## config.mk

```make
export PLATFORM = sky130hd
export DESIGN_NAME = uart_prog_loader
export DESIGN_NICKNAME = d
export VERILOG_FILES = /design/src/rtl/uart_prog_loader_pkg.sv /design/src/rtl/uart_rx_byte.sv /design/src/rtl/uart_prog_loader.sv
export SDC_FILE = /design/constraint.sdc
export NUM_CORES = 1
export LEC_CHECK = 0
export CORE_MARGIN = 1.5
export CORE_UTILIZATION = 62
export CTS_CLUSTER_SIZE = 12
export DETAILED_ROUTE_END_ITERATION = 10
export HOLD_SLACK_MARGIN = 0.06
export PLACE_DENSITY_LB_ADDON = 0.25
export SYNTH_ARGS = -nofsm -noshare
export SYNTH_HDL_FRONTEND = slang
export SYNTH_HIERARCHICAL = 1
export SYNTH_SLANG_ARGS = --single-unit
```

## constraint.sdc

```tcl
create_clock -name clock -period 2.8 [get_ports clock]
set_input_delay 0.28 -clock clock [delete_from_list [all_inputs] [get_ports clock]]
set_output_delay 0.28 -clock clock [all_outputs]
set_load 0.02 [all_outputs]
```

## src/rtl/uart_prog_loader_pkg.sv

```systemverilog
// Shared constants and state encodings for the UART program loader.
package uart_prog_loader_pkg;

  localparam int       DATA_BITS      = 8;
  localparam logic     IDLE_LEVEL     = 1'b1;
  localparam int       BYTES_PER_WORD = 4;
  localparam int       COUNT_WIDTH    = 16;

  typedef enum logic [1:0] {
    RX_IDLE,
    RX_START,
    RX_DATA,
    RX_STOP
  } rx_state_t;

  typedef enum logic [1:0] {
    L_CNT_HI,
    L_CNT_LO,
    L_DATA,
    L_DONE
  } ld_state_t;

endpackage

```

## src/rtl/uart_rx_byte.sv

```systemverilog
// 8N1 byte receiver: rx synchroniser, baud counter and receive FSM.
module uart_rx_byte
  import uart_prog_loader_pkg::*;
#(
  parameter int CLKS_PER_BIT = 16
) (
  input  logic       clock,
  input  logic       reset,
  input  logic       rx,
  output logic       byte_valid,
  output logic [7:0] byte_data,
  output logic       frame_err_pulse
);

  localparam int                CNT_W = $clog2(CLKS_PER_BIT);
  localparam logic [CNT_W-1:0]  HALF  = CNT_W'(CLKS_PER_BIT / 2 - 1);
  localparam logic [CNT_W-1:0]  FULL  = CNT_W'(CLKS_PER_BIT - 1);

  logic             r_sync1;
  logic             r_sync2;
  rx_state_t        r_state;
  rx_state_t        w_next;
  logic [CNT_W-1:0] r_cnt;
  logic [2:0]       r_bit_idx;
  logic [7:0]       r_shift;
  logic             r_stop_err;
  logic             r_byte_valid;
  logic             r_frame_err_pulse;
  logic             w_rx;

  assign w_rx            = r_sync2;
  assign byte_valid      = r_byte_valid;
  assign byte_data       = r_shift;
  assign frame_err_pulse = r_frame_err_pulse;

  // Two-flop synchroniser; resets to the line idle level so reset never looks like a start bit.
  always_ff @(posedge clock or negedge reset) begin
    if (!reset) begin
      r_sync1 <= IDLE_LEVEL;
      r_sync2 <= IDLE_LEVEL;
    end else begin
      r_sync1 <= rx;
      r_sync2 <= r_sync1;
    end
  end

  // Receiver state register.
  always_ff @(posedge clock or negedge reset) begin
    if (!reset) r_state <= RX_IDLE;
    else        r_state <= w_next;
  end

  // Next-state logic: start-bit qualification at half a bit, then mid-bit sampling.
  always_comb begin
    w_next = r_state;
    case (r_state)
      RX_IDLE:  if (!w_rx) w_next = RX_START;
      RX_START: if (r_cnt == HALF) w_next = w_rx ? RX_IDLE : RX_DATA;
      RX_DATA:  if (r_cnt == FULL && r_bit_idx == 3'(DATA_BITS - 1)) w_next = RX_STOP;
      RX_STOP: begin
        if (r_stop_err) begin
          if (w_rx) w_next = RX_IDLE;
        end else if (r_cnt == FULL && w_rx) begin
          w_next = RX_IDLE;
        end
      end
      default:  w_next = RX_IDLE;
    endcase
  end

  // Baud counter, shift register and the one-cycle byte/frame-error strobes.
  always_ff @(posedge clock or negedge reset) begin
    if (!reset) begin
      r_cnt             <= '0;
      r_bit_idx         <= '0;
      r_shift           <= '0;
      r_stop_err        <= 1'b0;
      r_byte_valid      <= 1'b0;
      r_frame_err_pulse <= 1'b0;
    end else begin
      r_byte_valid      <= 1'b0;
      r_frame_err_pulse <= 1'b0;
      case (r_state)
        RX_IDLE: begin
          r_cnt     <= '0;
          r_bit_idx <= '0;
        end
        RX_START: begin
          if (r_cnt == HALF) r_cnt <= '0;
          else               r_cnt <= r_cnt + CNT_W'(1);
        end
        RX_DATA: begin
          if (r_cnt == FULL) begin
            r_cnt     <= '0;
            r_shift   <= {w_rx, r_shift[7:1]};
            r_bit_idx <= r_bit_idx + 3'd1;
          end else begin
            r_cnt <= r_cnt + CNT_W'(1);
          end
        end
        RX_STOP: begin
          if (r_stop_err) begin
            if (w_rx) r_stop_err <= 1'b0;
          end else if (r_cnt == FULL) begin
            r_cnt <= '0;
            if (w_rx) begin
              r_byte_valid <= 1'b1;
            end else begin
              r_frame_err_pulse <= 1'b1;
              r_stop_err        <= 1'b1;
            end
          end else begin
            r_cnt <= r_cnt + CNT_W'(1);
          end
        end
        default: r_cnt <= '0;
      endcase
    end
  end

endmodule

```

## src/rtl/uart_prog_loader.sv

```systemverilog
// Loads a program image from the UART into instruction memory, then releases the CPU.
module uart_prog_loader
  import uart_prog_loader_pkg::*;
#(
  parameter int CLKS_PER_BIT = 16,
  parameter int ADDR_WIDTH   = 10,
  parameter int DATA_WIDTH   = 32
) (
  input  logic                  clock,
  input  logic                  reset,
  input  logic                  rx,
  output logic                  im_we,
  output logic [ADDR_WIDTH-1:0] im_addr,
  output logic [DATA_WIDTH-1:0] im_wdata,
  output logic                  do_system,
  output logic                  busy,
  output logic                  frame_err
);

  logic                   w_byte_valid;
  logic [7:0]             w_byte_data;
  logic                   w_frame_err_pulse;
  ld_state_t              r_state;
  ld_state_t              w_next;
  logic [COUNT_WIDTH-1:0] r_count;
  logic [COUNT_WIDTH-1:0] r_index;
  logic [1:0]             r_byte_cnt;
  logic [DATA_WIDTH-9:0]  r_word;
  logic                   r_word_strobe;
  logic                   r_im_we;
  logic [ADDR_WIDTH-1:0]  r_im_addr;
  logic [DATA_WIDTH-1:0]  r_im_wdata;
  logic                   r_busy;
  logic                   r_frame_err;
  logic [31:0]            w_idx_ext;
  logic                   w_overflow;
  logic                   w_last_byte;
  logic                   w_last_word;

  uart_rx_byte #(
    .CLKS_PER_BIT(CLKS_PER_BIT)
  ) u_rx (
    .clock          (clock),
    .reset          (reset),
    .rx             (rx),
    .byte_valid     (w_byte_valid),
    .byte_data      (w_byte_data),
    .frame_err_pulse(w_frame_err_pulse)
  );

  // Words past the memory depth are consumed but never written, and the address never wraps.
  assign w_idx_ext   = 32'(r_index);
  assign w_overflow  = (w_idx_ext >> ADDR_WIDTH) != 32'd0;
  assign w_last_byte = (r_state == L_DATA) && w_byte_valid &&
                       (r_byte_cnt == 2'(BYTES_PER_WORD - 1));
  assign w_last_word = r_word_strobe && ((r_index + COUNT_WIDTH'(1)) == r_count);

  assign im_we     = r_im_we;
  assign im_addr   = r_im_addr;
  assign im_wdata  = r_im_wdata;
  assign do_system = (r_state == L_DONE);
  assign busy      = r_busy && (r_state != L_DONE);
  assign frame_err = r_frame_err;

  // Loader state register.
  always_ff @(posedge clock or negedge reset) begin
    if (!reset) r_state <= L_CNT_HI;
    else        r_state <= w_next;
  end

  // Next-state logic: big-endian word count header, then N words, then done forever.
  always_comb begin
    w_next = r_state;
    case (r_state)
      L_CNT_HI: if (w_byte_valid) w_next = L_CNT_LO;
      L_CNT_LO: if (w_byte_valid)
                  w_next = ({r_count[15:8], w_byte_data} == 16'd0) ? L_DONE : L_DATA;
      L_DATA:   if (w_last_word) w_next = L_DONE;
      L_DONE:   w_next = L_DONE;
      default:  w_next = L_CNT_HI;
    endcase
  end

  // Header capture, word assembly, write strobe and word index.
  always_ff @(posedge clock or negedge reset) begin
    if (!reset) begin
      r_count       <= '0;
      r_index       <= '0;
      r_byte_cnt    <= '0;
      r_word        <= '0;
      r_word_strobe <= 1'b0;
      r_im_we       <= 1'b0;
      r_im_addr     <= '0;
      r_im_wdata    <= '0;
      r_busy        <= 1'b0;
    end else begin
      r_word_strobe <= w_last_byte;
      r_im_we       <= w_last_byte && !w_overflow;
      if (w_byte_valid && r_state != L_DONE) r_busy <= 1'b1;
      case (r_state)
        L_CNT_HI: if (w_byte_valid) r_count[15:8] <= w_byte_data;
        L_CNT_LO: if (w_byte_valid) r_count[7:0]  <= w_byte_data;
        L_DATA: begin
          if (w_byte_valid) begin
            r_word     <= {r_word[DATA_WIDTH-17:0], w_byte_data};
            r_byte_cnt <= r_byte_cnt + 2'd1;
          end
          if (w_last_byte) begin
            r_im_wdata <= {r_word, w_byte_data};
            if (!w_overflow) r_im_addr <= w_idx_ext[ADDR_WIDTH-1:0];
          end
          if (r_word_strobe) r_index <= r_index + COUNT_WIDTH'(1);
        end
        default: ;
      endcase
    end
  end

  // Sticky frame-error flag.
  always_ff @(posedge clock or negedge reset) begin
    if (!reset)                 r_frame_err <= 1'b0;
    else if (w_frame_err_pulse) r_frame_err <= 1'b1;
  end

endmodule

```

==> metrics <==
status=finished, final reports clean; cells after synthesis=430; Tcrit/Tclk final=76.7%; wire per inst=19.4 um; CTS tree=built; initial antenna violation count=0; Met2 Routed Length=5.81 mm; Syn Area/Cell=13.0 sq um; routed via count=3706; Worst EP required=2520 ps; Fin Clk Skew=10.5 ps; I/O Buffers=48; layout cells sized above 1=27.1%; Std-Cell Rows=34; Avg Vias per Cell=6.16; Static Leak=3.29 nW; reg2reg path depth=7; Root Driver=clkbuf_8; post-synthesis cell type count=52; Yosys warning count=6; core area=8720 sq um; final hold vios=0; maximum clock path buffer count=2; number of synthesized register bits=128; RSZ-0062 raised after global routing=false; Starting Density=64.2%; worst vdd ir=548 uV; Routed WL=11.7 mm; gp weighted congestion=0.967; Min Clock Period, post-route=2150 ps; register area share after synthesis=57.2%; Worst Setup EP=busy; TritonCTS Buffers=17; io pins=49; Critical R2R Launch=r_index[0]; WL met1=5.11 mm; n_diodes=0; type of the most critical hold path=in2reg; Synth Net Count=438; Pwr Total=4.77 mW; Synth area leader=dfrtp_1; mapped cell area=5600 sq um; vias in the first global route=3852; Async S/R FF share, synth=100%; commonest cells after routing, fill and taps aside=dfrtp_1 (126), mux2_2 (83), clkdlybuf4s50_1 (47); Final setup viols=0; GRT Residual Overflow=0; Slew Limit Fails=0; commonest non-fill, non-tap cell in the layout=dfrtp_1; Post-synth EDFFs=0; area share of the largest cell type after synthesis=56.3%; total negative slack=0 ps; CP endpoint kind=output pin; CP startpoint=r_state[0]; Clk Latency, worst-skew pair=520 ps; WP data arrival=1870 ps; r2r setup slk=680 ps; ranking of synthesized cells by area=dfrtp_1 (56%), mux2_2 (17%), xnor2_1 (3.1%); Final #Nets=490; drc violations=0; Slew headroom=55.9%; CP startpoint kind=flip-flop; kind of critical path=reg2out; die height=98.1 um; ys flop type=dfrtp_1; CP Max Fanout=7; HPWL after DPL=7.18 mm; post-cts sizing count=0; Clk pin slew, worst setup/hold paths=60 ps; largest net degree at the start of global routing=54; metal3 WL=578 um; Die X=98.1 um; Final Cell Area=6770 sq um; Max Cap Viol=0; DRT Pass-1 Iters=4; global-route wire length before repair=19.5 mm; Max Clock Freq=466 MHz; power density over cell area=705 nW/um^2; remaining antenna violation count=0; Total GRT Usage=26.3%; Layout area overhead=20.8%; htree depth=4; Placed Area=6170 sq um; Max Used Layer=met4; Slew @ Worst Pin=660 ps; worst r2r dst=r_state[0]; Die ar.=9610 sq um; CTS sink count=128; Detailed Route Iter0 Violations=256
==> kinds of logic (layout without fill, tap and decap cells) <==
family,count (synthesis),count (layout),synth area share (%)
AND/OR/NAND/NOR,97,97,9.49
XOR/XNOR,35,35,5.47
adder cells (fa/ha/maj),5,5,1.12
AO/OA/AOI/OAI,47,47,5.52
buffers and inverters,24,88,1.81
flip-flops,128,128,57.2
multiplexers,94,94,19.4
==> power breakdown <==
group / leakage, nW / total, mW / switching, mW / internal, mW
Combinational: 1.26 / 0.448 / 0.224 / 0.224
Sequential: 1.75 / 2.14 / 0.195 / 1.95
Clock: 0.280 / 2.18 / 0.785 / 1.39
==> per-layer routing <==
layer | vias to the layer above | global-route usage [%]
li1 | 1649 | -
met1 | 1928 | 33.9
met2 | 111 | 43.2
met3 | 18 | 7.52
met4 | 0 | 8.79
met5 | - | 0
==> what timing repair did <==
action	4_1_cts	5_1_grt
setup buffers	0	0
hold buffers	1	0
endpoints found under the hold margin	48	0
==> synth_stat cells, types with 8 or more instances <==
cell / n
xor2_1: 15
buf_2: 9
clkbuf_1: 11
nand2_1: 26
mux2_2: 83
nand3_1: 12
o21ai_0: 12
mux2_4: 8
a21oi_1: 10
dfrtp_1: 126
xnor2_1: 20
nor2_1: 12
==> sequential cells by signal (all words and copies together) (netlist names), 2 cells and up, named ones only <==
name,flops
r_count,16
r_word,24
im_addr,10
r_state,2
r_byte_cnt,2
u_rx/r_cnt,4
im_wdata,32
u_rx/r_bit_idx,3
r_index,16
u_rx/byte_data,8
==> worst max-delay path, stage by stage, from the launching register on <==
cell,delay [ps]
dfrtp_1,460
nand2_1,160
and2_1,140
clkdlybuf4s50_1,600
==> area by class of cell <==
type,count,area [sq um]
inverters,4,15.0
fillers,528,1950
flip-flops and latches,128,3210
repair buffers,53,531
clock buffers,21,449
clock inverters,10,136
multi-input cells,278,2290
well taps,108,135
==> per-stage QoR <==
stage / util [%] / hold WS [ps] / worst slack [ps] / std cells
floorplan: - / -15.6 / 883 / 430
global placement: 70.8 / 321 / 789 / 570
detailed placement: 70.8 / 337 / 674 / 570
CTS: 77.6 / 156 / 636 / 602
global route: 77.6 / 177 / 492 / 602
finish: 77.6 / 167 / 653 / 602
==> how the worst min path moves through the flow <==
| stage | startpoint | end | slack [ps] | cells past startpoint |
|---|---|---|---|---|
| 3_5_place_dp | reset | r_word[22] | 340 | 1 |
| 4_1_cts | rx | u_rx/r_sync1 | 160 | 1 |
| 3_3_place_gp | reset | im_wdata[31] | 320 | 1 |
| 2_1_floorplan | reset | frame_err | -20 | 0 |
| 5_1_grt | rx | u_rx/r_sync1 | 180 | 1 |
| 6_report | rx | u_rx/r_sync1 | 170 | 1 |
No activity file was read; power rests on OpenSTA's default activity.
